--- src/rtl/counter_pkg.sv ---
// Shared encodings and sizing helpers for the modulo counter family.
package counter_pkg;

    localparam logic DIR_UP = 1'b1;
    localparam logic DIR_DN = 1'b0;

    localparam bit MODE_WRAP = 1'b0;
    localparam bit MODE_SAT  = 1'b1;

    // Ceiling log2; returns 0 for values <= 1, callers apply their own minimum width.
    function automatic int clog2(input int value);
        int result;
        int v;
        result = 0;
        v = value - 1;
        while (v > 0) begin
            result = result + 1;
            v = v >> 1;
        end
        return result;
    endfunction

endpackage

--- src/rtl/counter_prescaler.sv ---
// Divides the enable stream by PRESCALE; tick marks the last en-cycle of each phase.
module counter_prescaler
    import counter_pkg::*;
#(
    parameter int PRESCALE = 1
) (
    input  logic clk,
    input  logic rst,
    input  logic en,
    input  logic sync_clr,
    output logic tick
);

    localparam int PW = (clog2(PRESCALE) < 1) ? 1 : clog2(PRESCALE);
    localparam logic [PW-1:0] PHASE_LAST = PW'(PRESCALE - 1);

    logic [PW-1:0] presc;

    // With PRESCALE=1 the phase register stays at 0, so tick reduces to en.
    assign tick = en && (presc == PHASE_LAST);

    always_ff @(posedge clk) begin
        if (rst || sync_clr) begin
            presc <= '0;
        end else if (tick) begin
            presc <= '0;
        end else if (en) begin
            presc <= presc + PW'(1);
        end
    end

endmodule

--- src/rtl/counter_mod.sv ---
// Modulo-MOD up/down counter with prescaler, load, clear, wrap/saturate mode,
// a registered terminal-count pulse and a sticky overflow flag.
module counter_mod
    import counter_pkg::*;
#(
    parameter int WIDTH    = 8,
    parameter int MOD      = 10,
    parameter int PRESCALE = 1,
    parameter bit SATURATE = MODE_WRAP
) (
    input  logic             clk,
    input  logic             rst,
    input  logic             en,
    input  logic             up,
    input  logic             clear,
    input  logic             load,
    input  logic [WIDTH-1:0] load_val,
    output logic [WIDTH-1:0] cnt,
    output logic             dout,
    output logic             ovf
);

    generate
        if (MOD < 2) begin : g_bad_mod_low
            $error("counter_mod: MOD must be at least 2");
        end
        if ((WIDTH < 31) && (MOD > (1 << WIDTH))) begin : g_bad_mod_high
            $error("counter_mod: MOD must not exceed 2**WIDTH");
        end
        if (PRESCALE < 1) begin : g_bad_presc
            $error("counter_mod: PRESCALE must be at least 1");
        end
    endgenerate

    localparam logic [WIDTH-1:0] TERM_HI = WIDTH'(MOD - 1);

    logic             tick;
    logic             at_term;
    logic [WIDTH-1:0] load_clamped;
    logic [WIDTH-1:0] cnt_next_tick;

    counter_prescaler #(
        .PRESCALE(PRESCALE)
    ) u_prescaler (
        .clk     (clk),
        .rst     (rst),
        .en      (en),
        .sync_clr(clear | load),
        .tick    (tick)
    );

    assign load_clamped = (load_val > TERM_HI) ? TERM_HI : load_val;
    assign at_term      = (up == DIR_UP) ? (cnt == TERM_HI) : (cnt == '0);

    always_comb begin
        cnt_next_tick = cnt;
        if (at_term) begin
            if (SATURATE == MODE_WRAP) begin
                cnt_next_tick = (up == DIR_UP) ? '0 : TERM_HI;
            end
        end else if (up == DIR_UP) begin
            cnt_next_tick = cnt + WIDTH'(1);
        end else begin
            cnt_next_tick = cnt - WIDTH'(1);
        end
    end

    // Priority: rst > clear > load > tick; dout is a one-cycle pulse per terminal event.
    always_ff @(posedge clk) begin
        if (rst || clear) begin
            cnt  <= '0;
            dout <= 1'b0;
            ovf  <= 1'b0;
        end else if (load) begin
            cnt  <= load_clamped;
            dout <= 1'b0;
        end else if (tick) begin
            cnt  <= cnt_next_tick;
            dout <= at_term;
            if (at_term) begin
                ovf <= 1'b1;
            end
        end else begin
            dout <= 1'b0;
        end
    end

endmodule

--- config.mk ---
export PLATFORM = sky130hd
export DESIGN_NAME = counter_mod
export DESIGN_NICKNAME = d
export VERILOG_FILES = /design/src/rtl/counter_pkg.sv /design/src/rtl/counter_prescaler.sv /design/src/rtl/counter_mod.sv
export SDC_FILE = /design/constraint.sdc
export NUM_CORES = 1
export LEC_CHECK = 0
export ABC_AREA = 1
export CAP_MARGIN = 20
export CORE_MARGIN = 4
export CORE_UTILIZATION = 30
export DETAILED_ROUTE_END_ITERATION = 6
export SYNTH_ARGS = -nofsm -noshare
export SYNTH_HDL_FRONTEND = slang
export SYNTH_HIERARCHICAL = 1
export SYNTH_SLANG_ARGS = --single-unit
--- constraint.sdc ---
create_clock -name clk -period 3.7 [get_ports clk]
set_input_delay 0.37 -clock clk [delete_from_list [all_inputs] [get_ports clk]]
set_output_delay 0.37 -clock clk [all_outputs]
set_load 0.05 [all_outputs]
==> results of run 1 <==
==> logic make-up (layout without fill, tap and decap cells) <==
group | Yosys count | count (layout) | share of synthesized area (%)
simple gates | 80 | 80 | 39.8
buf+inv | 25 | 52 | 10.3
compound gates | 19 | 19 | 13.3
flops | 11 | 11 | 24.2
fa+ha+maj | 7 | 7 | 10.4
xor+xnor | 2 | 2 | 1.92
==> metal layers <==
metal / vias up / global-route usage, % / routed length [um]
met5: - / 0 / 0
met4: 0 / 1.65 / 16
met3: 2 / 3.02 / 118
met2: 31 / 21.9 / 1100
met1: 429 / 13.6 / 981
li1: 514 / - / -
==> critical path, delay by kind of cell <==
| family | cells | cell delay, ns |
|---|---|---|
| buffers and inverters | 2 | 0.73 |
| and+or+nand+nor | 4 | 0.69 |
| adders and majority gates | 1 | 0.38 |
| AOI/OAI and AO/OA | 1 | 0.05 |
==> worst max-delay path by stage <==
| stage | startpoint | endpoint | slack (ns) |
|---|---|---|---|
| 3_3_place_gp | up | cnt[3] | 1.41 |
| 3_5_place_dp | up | cnt[3] | 1.35 |
| 4_1_cts | up | cnt[3] | 1.65 |
| 6_report | up | cnt[3] | 1.65 |
| 5_1_grt | up | cnt[3] | 1.57 |
| 2_1_floorplan | cnt[2] | cnt[3] | 1.89 |
==> cell usage after synthesis (2+ instances only) <==
library cell and instances:
nor2_1 14, dfxtp_1 11, ha_1 6, nand4_1 2
inv_1 22, nand3_1 10, a31oi_1 2, o21ai_0 3
a21oi_1 8, or2_0 2, nand2_1 42, nand2_2 2
inv_2 3, xnor2_1 2
==> flip-flops by register name, indices dropped and copies added (netlist names) <==
signal / flops
ovf: 1
u_prescaler/presc: 1
dout: 1
cnt: 8
==> final cells by class <==
type	count	share of cell area [%]
multi-input combinational	108	49.5
tap	31	3.22
timing repair buffer	23	19.1
clock buffer	4	2.18
inverter	25	7.78
sequential	11	18.3
==> layout by cell type (no fill, tap or decap), drive strengths merged <==
master and n:
o22ai 1, nor3 1, a21o 1, a31oi 2
inv 25, or2 4, fa 1, clkdlybuf4s50 23
a21oi 10, and2 2, o21ai 3, nand4 2
o211ai 1, xnor2 2, nand2 44, clkbuf 4
dfxtp 11, nand3 11, nor2 16, ha 6
o21a 1
==> stage by stage <==
step | instance area [um2] | hold WS [ns]
finish | 1210 | 0.442
global route | 1210 | 0.472
CTS | 1210 | 0.445
detailed placement | 1180 | 0.435
global placement | 1180 | 0.431
floorplan | 911 | 0.421
==> power groups by stage <==
stage	Combinational (W)	Sequential [W]	Clock, W
CTS	0.0000957	0.000125	0.0000908
global route	0.000105	0.000126	0.0000964
global placement	0.0000931	0.000128	0
detailed placement	0.0000951	0.000128	0
finish	0.0000950	0.000125	0.0000882
floorplan	0.0000516	0.000138	0
==> flow_summary.yaml, run 1 <==
floorplan:
  die_area_mm2: 0.00398
  ioPinCount: 24
  coreArea_mm2: 0.00283
  num_rows: 19
  dieHeight_um: 63.1
  die_w_um: 63.1
  initial_core_util_pct: 32.2
sta:
  rsz0062_at_grt: "no"
  drv_slew: 0
  relSlewSlack_pct: 66.4
  fin_skew_ns: 0.00766
  finalSetupTns_ns: 0
  worstMarginPinSlew_ns: 0.503
  fmax_mhz: 488
  timing.final.crit_share_pct: 55.4
  finalWorstSetupSlack_ns: 1.65
  final-setup-viol-count: 0
  hold_violations: 0
  finalCriticalPeriod_ns: 2.05
cells_and_area:
  multi_input_area_um2: 597
  layout-drive-gt1-share_pct: 9.36
  layout.nets: 193
  area_growth_pct: 32.4
  finalNonFillerCells: 202
  final_util_pct: 42.6
  num_antenna_cells: 0
  fillers: 303
  regArea_um2: 220
pwr:
  p_int_w: 0.000203
  pwr-share-comb_pct: 30.8
  clkPwrFrac_pct: 28.6
  p_per_area_mw_per_mm2: 256
  p_leak_nw: 0.573
  power_w: 0.000308
  p_sw_share_pct: 34.3
  seqPwrFrac_pct: 40.6
  ir_drop_mv: 0.134
  switchingPower_w: 0.000106
synthesis:
  synth-async-reset-ratio_pct: 0
  synth_ff_type: "dfxtp_1"
  syn_inst: 144
  synth_area_um2: 911
  yosys.area.top_type: "dfxtp_1"
  ys_ff_latch: 11
  ys_seq_area_share_pct: 24.2
  synth_top_area_share_pct: 24.2
  synth_nets: 165
  yosysWarnings: 6
  synth_edf_count: 0
  synthTopCellsByArea: "dfxtp_1, nand2_1, inv_1"
  syn_area_per_cell_um2: 6.33
  ys_types: 29
clock_network:
  path_clk_slew_ns: 0.08
  post_cts_buffers: 0
  clockBufferDepth: 2
  holdBufCountCts: 0
  cts_tree: "done"
  cts_root_buf: "clkbuf_4"
  clock-sinks: 11
  clkLatencyLatePin_ns: 0.28
  cts_resized: 0
  htree_levels: 1
  numCtsBuffers: 3
detailed_routing:
  first_iter_violations: 25
  post_drt_via_cell_ratio: 4.83
  vias: 976
  drc: 0
  dr.pass1.iters: 4
  wl_mm: 2.22
  ant_nets: 0
  wire_per_inst_um: 11.0
global_routing:
  grt_max_degree: 9
  grt_pass1_vias: 960
  grt_use_total_pct: 11.7
  grt_overflow: 0
  antenna_found_initial: 0
  grt_pass1_wl_mm: 3.91
critical_path:
  cp_slowest_cell: "clkdlybuf4s50_1"
  critPathMaxFanout: 8
  r2r-start: "cnt[0]"
  reg2reg_depth: 8
  crit_type: "in2reg"
  cp.required_ns: 3.87
  cp.arrival_ns: 2.22
  cp_cell_sequence: "clkdlybuf4s50_1 > inv_2 > ha_1 > or2_1 > and2_4 > or2_0 > nand3_2 > a21oi_2"
  endpoint_kind: "register"
  rr_endpoint: "cnt[4]"
  rrSetupSlack_ns: 2.08
  critPathMaxStageDelay_ns: 0.59
  startpoint_type: "input pin"
placed_design:
  port_buffers: 23
  dp_hpwl_mm: 1.87
  gp_congestion: 0.837
  placed_cells: 198
  pre_cts_ws_ns: 1.35
min_path:
  hold_class: "reg2reg"
  hold_path_depth: 2
  holdPathEnd: "u_prescaler/presc"
  hp-start: "u_prescaler/presc"
run:
  max-cap-violations: 0
outcome:
  status: "completed"
Power figures use the tool's default switching activity.
==> run 2: changes to the inputs <==
- clock period: 3.7 -> 2 ns (I/O delays scaled with it)
==> run 2 against run 1 <==
Net effect:
- clock power grew 79%
- sequential share of layout area decreased by 0.35 points
- sequential power grew 84%
- global-route usage rose by 0.82 points
- combinational power up 91%
- non-clock buffer count increased by 3
- critical endpoint is now cnt[3]
- sequential cell count did not move
- final area grew 2.0%
==> flow_summary.yaml, run 2 (same netlist as run 1, synthesis figures left out) <==
floorplan:
  die_area_mm2: 0.00398
  ioPinCount: 24
  dieHeight_um: 63.1
  die_w_um: 63.1
  coreArea_mm2: 0.00283
  initial_core_util_pct: 32.2
  num_rows: 19
detailed_routing:
  dr.pass1.iters: 4
  first_iter_violations: 30
  drc: 0
  wire_per_inst_um: 11.1
  vias: 989
  wl_mm: 2.28
  ant_nets: 0
  post_drt_via_cell_ratio: 4.82
global_routing:
  grt_pass1_wl_mm: 4.04
  grt_overflow: 0
  grt_max_degree: 9
  grt_pass1_vias: 954
  grt_use_total_pct: 12.5
  antenna_found_initial: 0
pwr:
  power_w: 0.000570
  ir_drop_mv: 0.256
  p_per_area_mw_per_mm2: 463
  p_leak_nw: 0.591
sta:
  fmax_mhz: 573
  final-setup-viol-count: 0
  finalCriticalPeriod_ns: 1.75
  fin_skew_ns: 0.00657
  finalSetupTns_ns: 0
  hold_violations: 0
  timing.final.crit_share_pct: 87.3
  relSlewSlack_pct: 66.1
  drv_slew: 0
  worstMarginPinSlew_ns: 0.507
  rsz0062_at_grt: "no"
critical_path:
  cp.arrival_ns: 1.55
  crit_buf_inv: 1
  startpoint_type: "register"
  cp_slowest_cell: "clkdlybuf4s50_1"
  r2r-start: "cnt[1]"
  crit_start: "cnt[3]"
  critPathMaxStageDelay_ns: 0.84
  crit_type: "reg2out"
  path_delay_family: "buffers and inverters"
  critPathMaxFanout: 5
  cp.required_ns: 1.80
  endpoint_kind: "output port"
  cp_cell_sequence: "clkdlybuf4s50_1"
cells_and_area:
  area_growth_pct: 35.0
  layout.nets: 196
  layout_commonest_cell: "nand2_1"
  layout-drive-gt1-share_pct: 11.5
  num_antenna_cells: 0
  final_util_pct: 43.5
  largest_register_ffs: 8
  regMostFlops: "cnt"
  final_cell_mix: "nand2_1, clkdlybuf4s50_1, inv_1"
  fin_area_mm2: 0.00123
placed_design:
  dp_hpwl_mm: 1.96
  port_buffers: 23
  gp_congestion: 0.754
  place_area_mm2: 0.00120
clock_network:
  holdBufCountCts: 0
  numCtsBuffers: 3
  clockBufferDepth: 2
  path_clk_slew_ns: 0.08
  cts_resized: 0
  cts_root_buf: "clkbuf_4"
  clkLatencyLatePin_ns: 0.27
  cts_tree: "done"
  htree_levels: 1
  post_cts_buffers: 0
  clock-sinks: 11
min_path:
  hold_class: "reg2reg"
  hp-start: "u_prescaler/presc"
outcome:
  status: "completed"
run:
  max-cap-violations: 0
==> run 2: cell types whose count changed in the layout (fill, tap and decap cells not counted) <==
cell and delta:
buf_4 +3, clkinv_2 +1, clkbuf_1 -1
==> run 2: layout make-up <==
cell class | instances | area (um2)
flip-flops and latches | 11 | 220
clock inverters | 1 | 5.00
well taps | 31 | 38.8
fillers | 286 | 1600
multi-input cells | 108 | 597
clock buffers | 3 | 22.5
repair buffers | 26 | 253
inverters | 25 | 93.8
==> run 2: stage by stage <==
stage                     std cells  worst slack (ns)  hold slack (ns)
after floorplan                 144             0.190            0.343
after global placement          201            0.0827            0.431
after detailed placement        201            0.0644            0.433
after CTS                       205             0.245            0.447
after global routing            205             0.177            0.474
final                           205             0.254            0.442
==> run 2: power breakdown <==
part           leakage [nW]  internal, W  total (W)  switching, W
logic                 0.484    0.0000774   0.000181      0.000104
clock network        0.0177    0.0000740   0.000158     0.0000844
registers            0.0893     0.000225   0.000230    0.00000551
==> run 2: path summary, 6_finish.rpt <==
check | to | slack, ns | depth (start not counted)
min reg2reg | u_prescaler/presc | 0.44 | 2
min | u_prescaler/presc | 0.44 | 2
max reg2reg | cnt[4] | 0.52 | 8
max | cnt[3] | 0.25 | 1
==> run 2: routing by layer <==
metal  share of wire (%)  track usage [%]
met2                  52             23.3
met5                   0                0
met3                 5.8             4.97
met1                  42             13.2
met4                0.53             2.48
==> patch, RTL diff (config.mk and constraints of run 2) <==
Change the parameter `WIDTH` from 8 to 9.
--- a/src/rtl/counter_mod.sv
+++ b/src/rtl/counter_mod.sv
@@ -5,3 +5,3 @@
 #(
-    parameter int WIDTH    = 8,
+    parameter int WIDTH    = 9,
     parameter int MOD      = 10,
Interface: changed (resized cnt and load_val); port bits go from 24 to 26. No check against the original RTL was run, so the function may have changed too.
==> patch against run 2 <==
- clock power grew 76%
- worst setup slack gained 0.027 ns
- final cell count grew 20%
- combinational power grew 12%
- cell area grew 21%
- die area grew 20%
- total power grew 29%
- synthesized cell count grew 18%
- sequential cell count grew 1
- area after synthesis grew 23%
- routed wire length grew 10%
- critical endpoint is now cnt[1]
==> patch: results (changes against run 2) <==
* Share of layout cells above drive strength 1 at 19.00% (+7.5 points)
* Reg2reg setup slack at 0.32 ns (-0.20 ns)
* Crit path to: cnt[1]
* HPWL after DPL at 2.071 mm (+5.5%)
* IO Port Bufs at 25 (+8.7%)
* WL met1 at 1.186 mm (+25%)
* GRT overflow at 0 (unchanged)
* Clock skew at 0.0004700 ns (-0.006096 ns)
* Clk buf depth at 2 (unchanged)
* Biggest register: cnt
* Commonest cells post-synth: nand2_1 (45), inv_1 (31), nor2_1 (17)
* Worst-path clk slew at 0.06 ns (-0.02 ns)
* Clock network power at 278 uW (+76%)
* Largest net degree at the start of global routing at 12 (+3)
* Combinational Power at 202 uW (+12%)
* Root Driver: clkbuf_8
* Final nets at 224 (+14%)
* Routed length per instance at 10.20 um (-8.1%)
* Hold endpoint: u_prescaler/presc
* Total GRT Usage at 11.30% (-1.2 points)
* Starting DRT DRC Count at 28 (-6.7%)
* Max reg flops at 9 (+1)
* Critical R2R Launch: cnt[0]
* Slowest cell on crit path: clkdlybuf4s50_1
* Met2 Use GR at 19.28% (-4.0 points)
* Sw Ratio at 30.96% (-3.0 points)
* Global-route wire length before repair at 4.478 mm (+11%)
* Placed Cells incl. Taps at 242 (+20%)
* Slew @ Worst Pin at 0.5012 ns (-0.005919 ns)
* Syn nets at 193 (+17%)
* Routed length on met3 at 153 um (+17%)
* Avg Inst Size Synth at 6.587 um^2 (+4.1%)
* Hold slack final at 0.4372 ns (-0.004323 ns)
* Worst r2r dst: cnt[8]
* Pre-CTS WS at 0.02918 ns (-0.03523 ns)
* GR met3 Demand/Resource at 3.343% (-1.6 points)
* Fmax achieved at 0.5817 GHz (+1.6%)
* Fillers at 392 (+37%)
* Vias at 1,081 (+9.3%)
* Post-Route WL at 2.509 mm (+10%)
* Outcome: finished, final reports clean
* Vias in the first global route at 1,031 (+8.1%)
* Leakage at 0.6717 nW (+14%)
* Gpl congestion at 0.8318 (+10%)
* Routed wl met2 at 1.164 mm (-1.7%)
* Seq/Total Area, Yosys at 21.45% (-2.7 points)
* Worst Reg-to-Reg Cells at 10 (+2)
* Arrival time worst endpoint at 1.52 ns (-0.03 ns)
* Synth top area cells: dfxtp_1 (21%), nand2_1 (15%), inv_1 (10%)
* VDD IR max at 0.0004027 V (+57%)
* Clk Latency, worst-skew pair at 0.25 ns (-0.02 ns)
* Crit. Startpoint: cnt[1]
* Post-synth cell types at 31 (+6.9%)
* Seq. pwr at 252 uW (+9.6%)
* Placed Area at 1438 um^2 (+20%)
* Grt met1 use at 14.25% (+1.0 points)
patch: cell types whose count changed in the layout (fill, tap and decap cells not counted), sizes merged, moves of 2 or more:
cell / before / now
xnor2: 2 / 0
a21oi: 10 / 13
inv: 25 / 33
clkdlybuf4s50: 23 / 25
nand3b: 0 / 3
and2: 2 / 0
nand2: 44 / 50
nor2: 16 / 22
patch: cells by family (layout without fill, tap and decap cells):
logic type / count (synthesis) / in the layout / synth area share (%)
AND/OR/NAND/NOR: 94 / 94 / 43.46
buffers and inverters: 34 / 64 / 11.51
AO/OA/AOI/OAI: 21 / 21 / 13.19
flip-flops: 12 / 12 / 21.45
adder cells (fa/ha/maj): 8 / 8 / 9.609
XOR/XNOR: 1 / 1 / 0.7823
patch: area by class of cell:
type	instances	area, um^2	area share, %
Inverter	33	123.9	8.298
Tap cell	46	57.56	3.856
Timing Repair Buffer	27	265.3	17.77
Multi-Input combinational cell	124	750.7	50.29
Sequential cell	12	240.2	16.09
Clock buffer	4	55.05	3.688
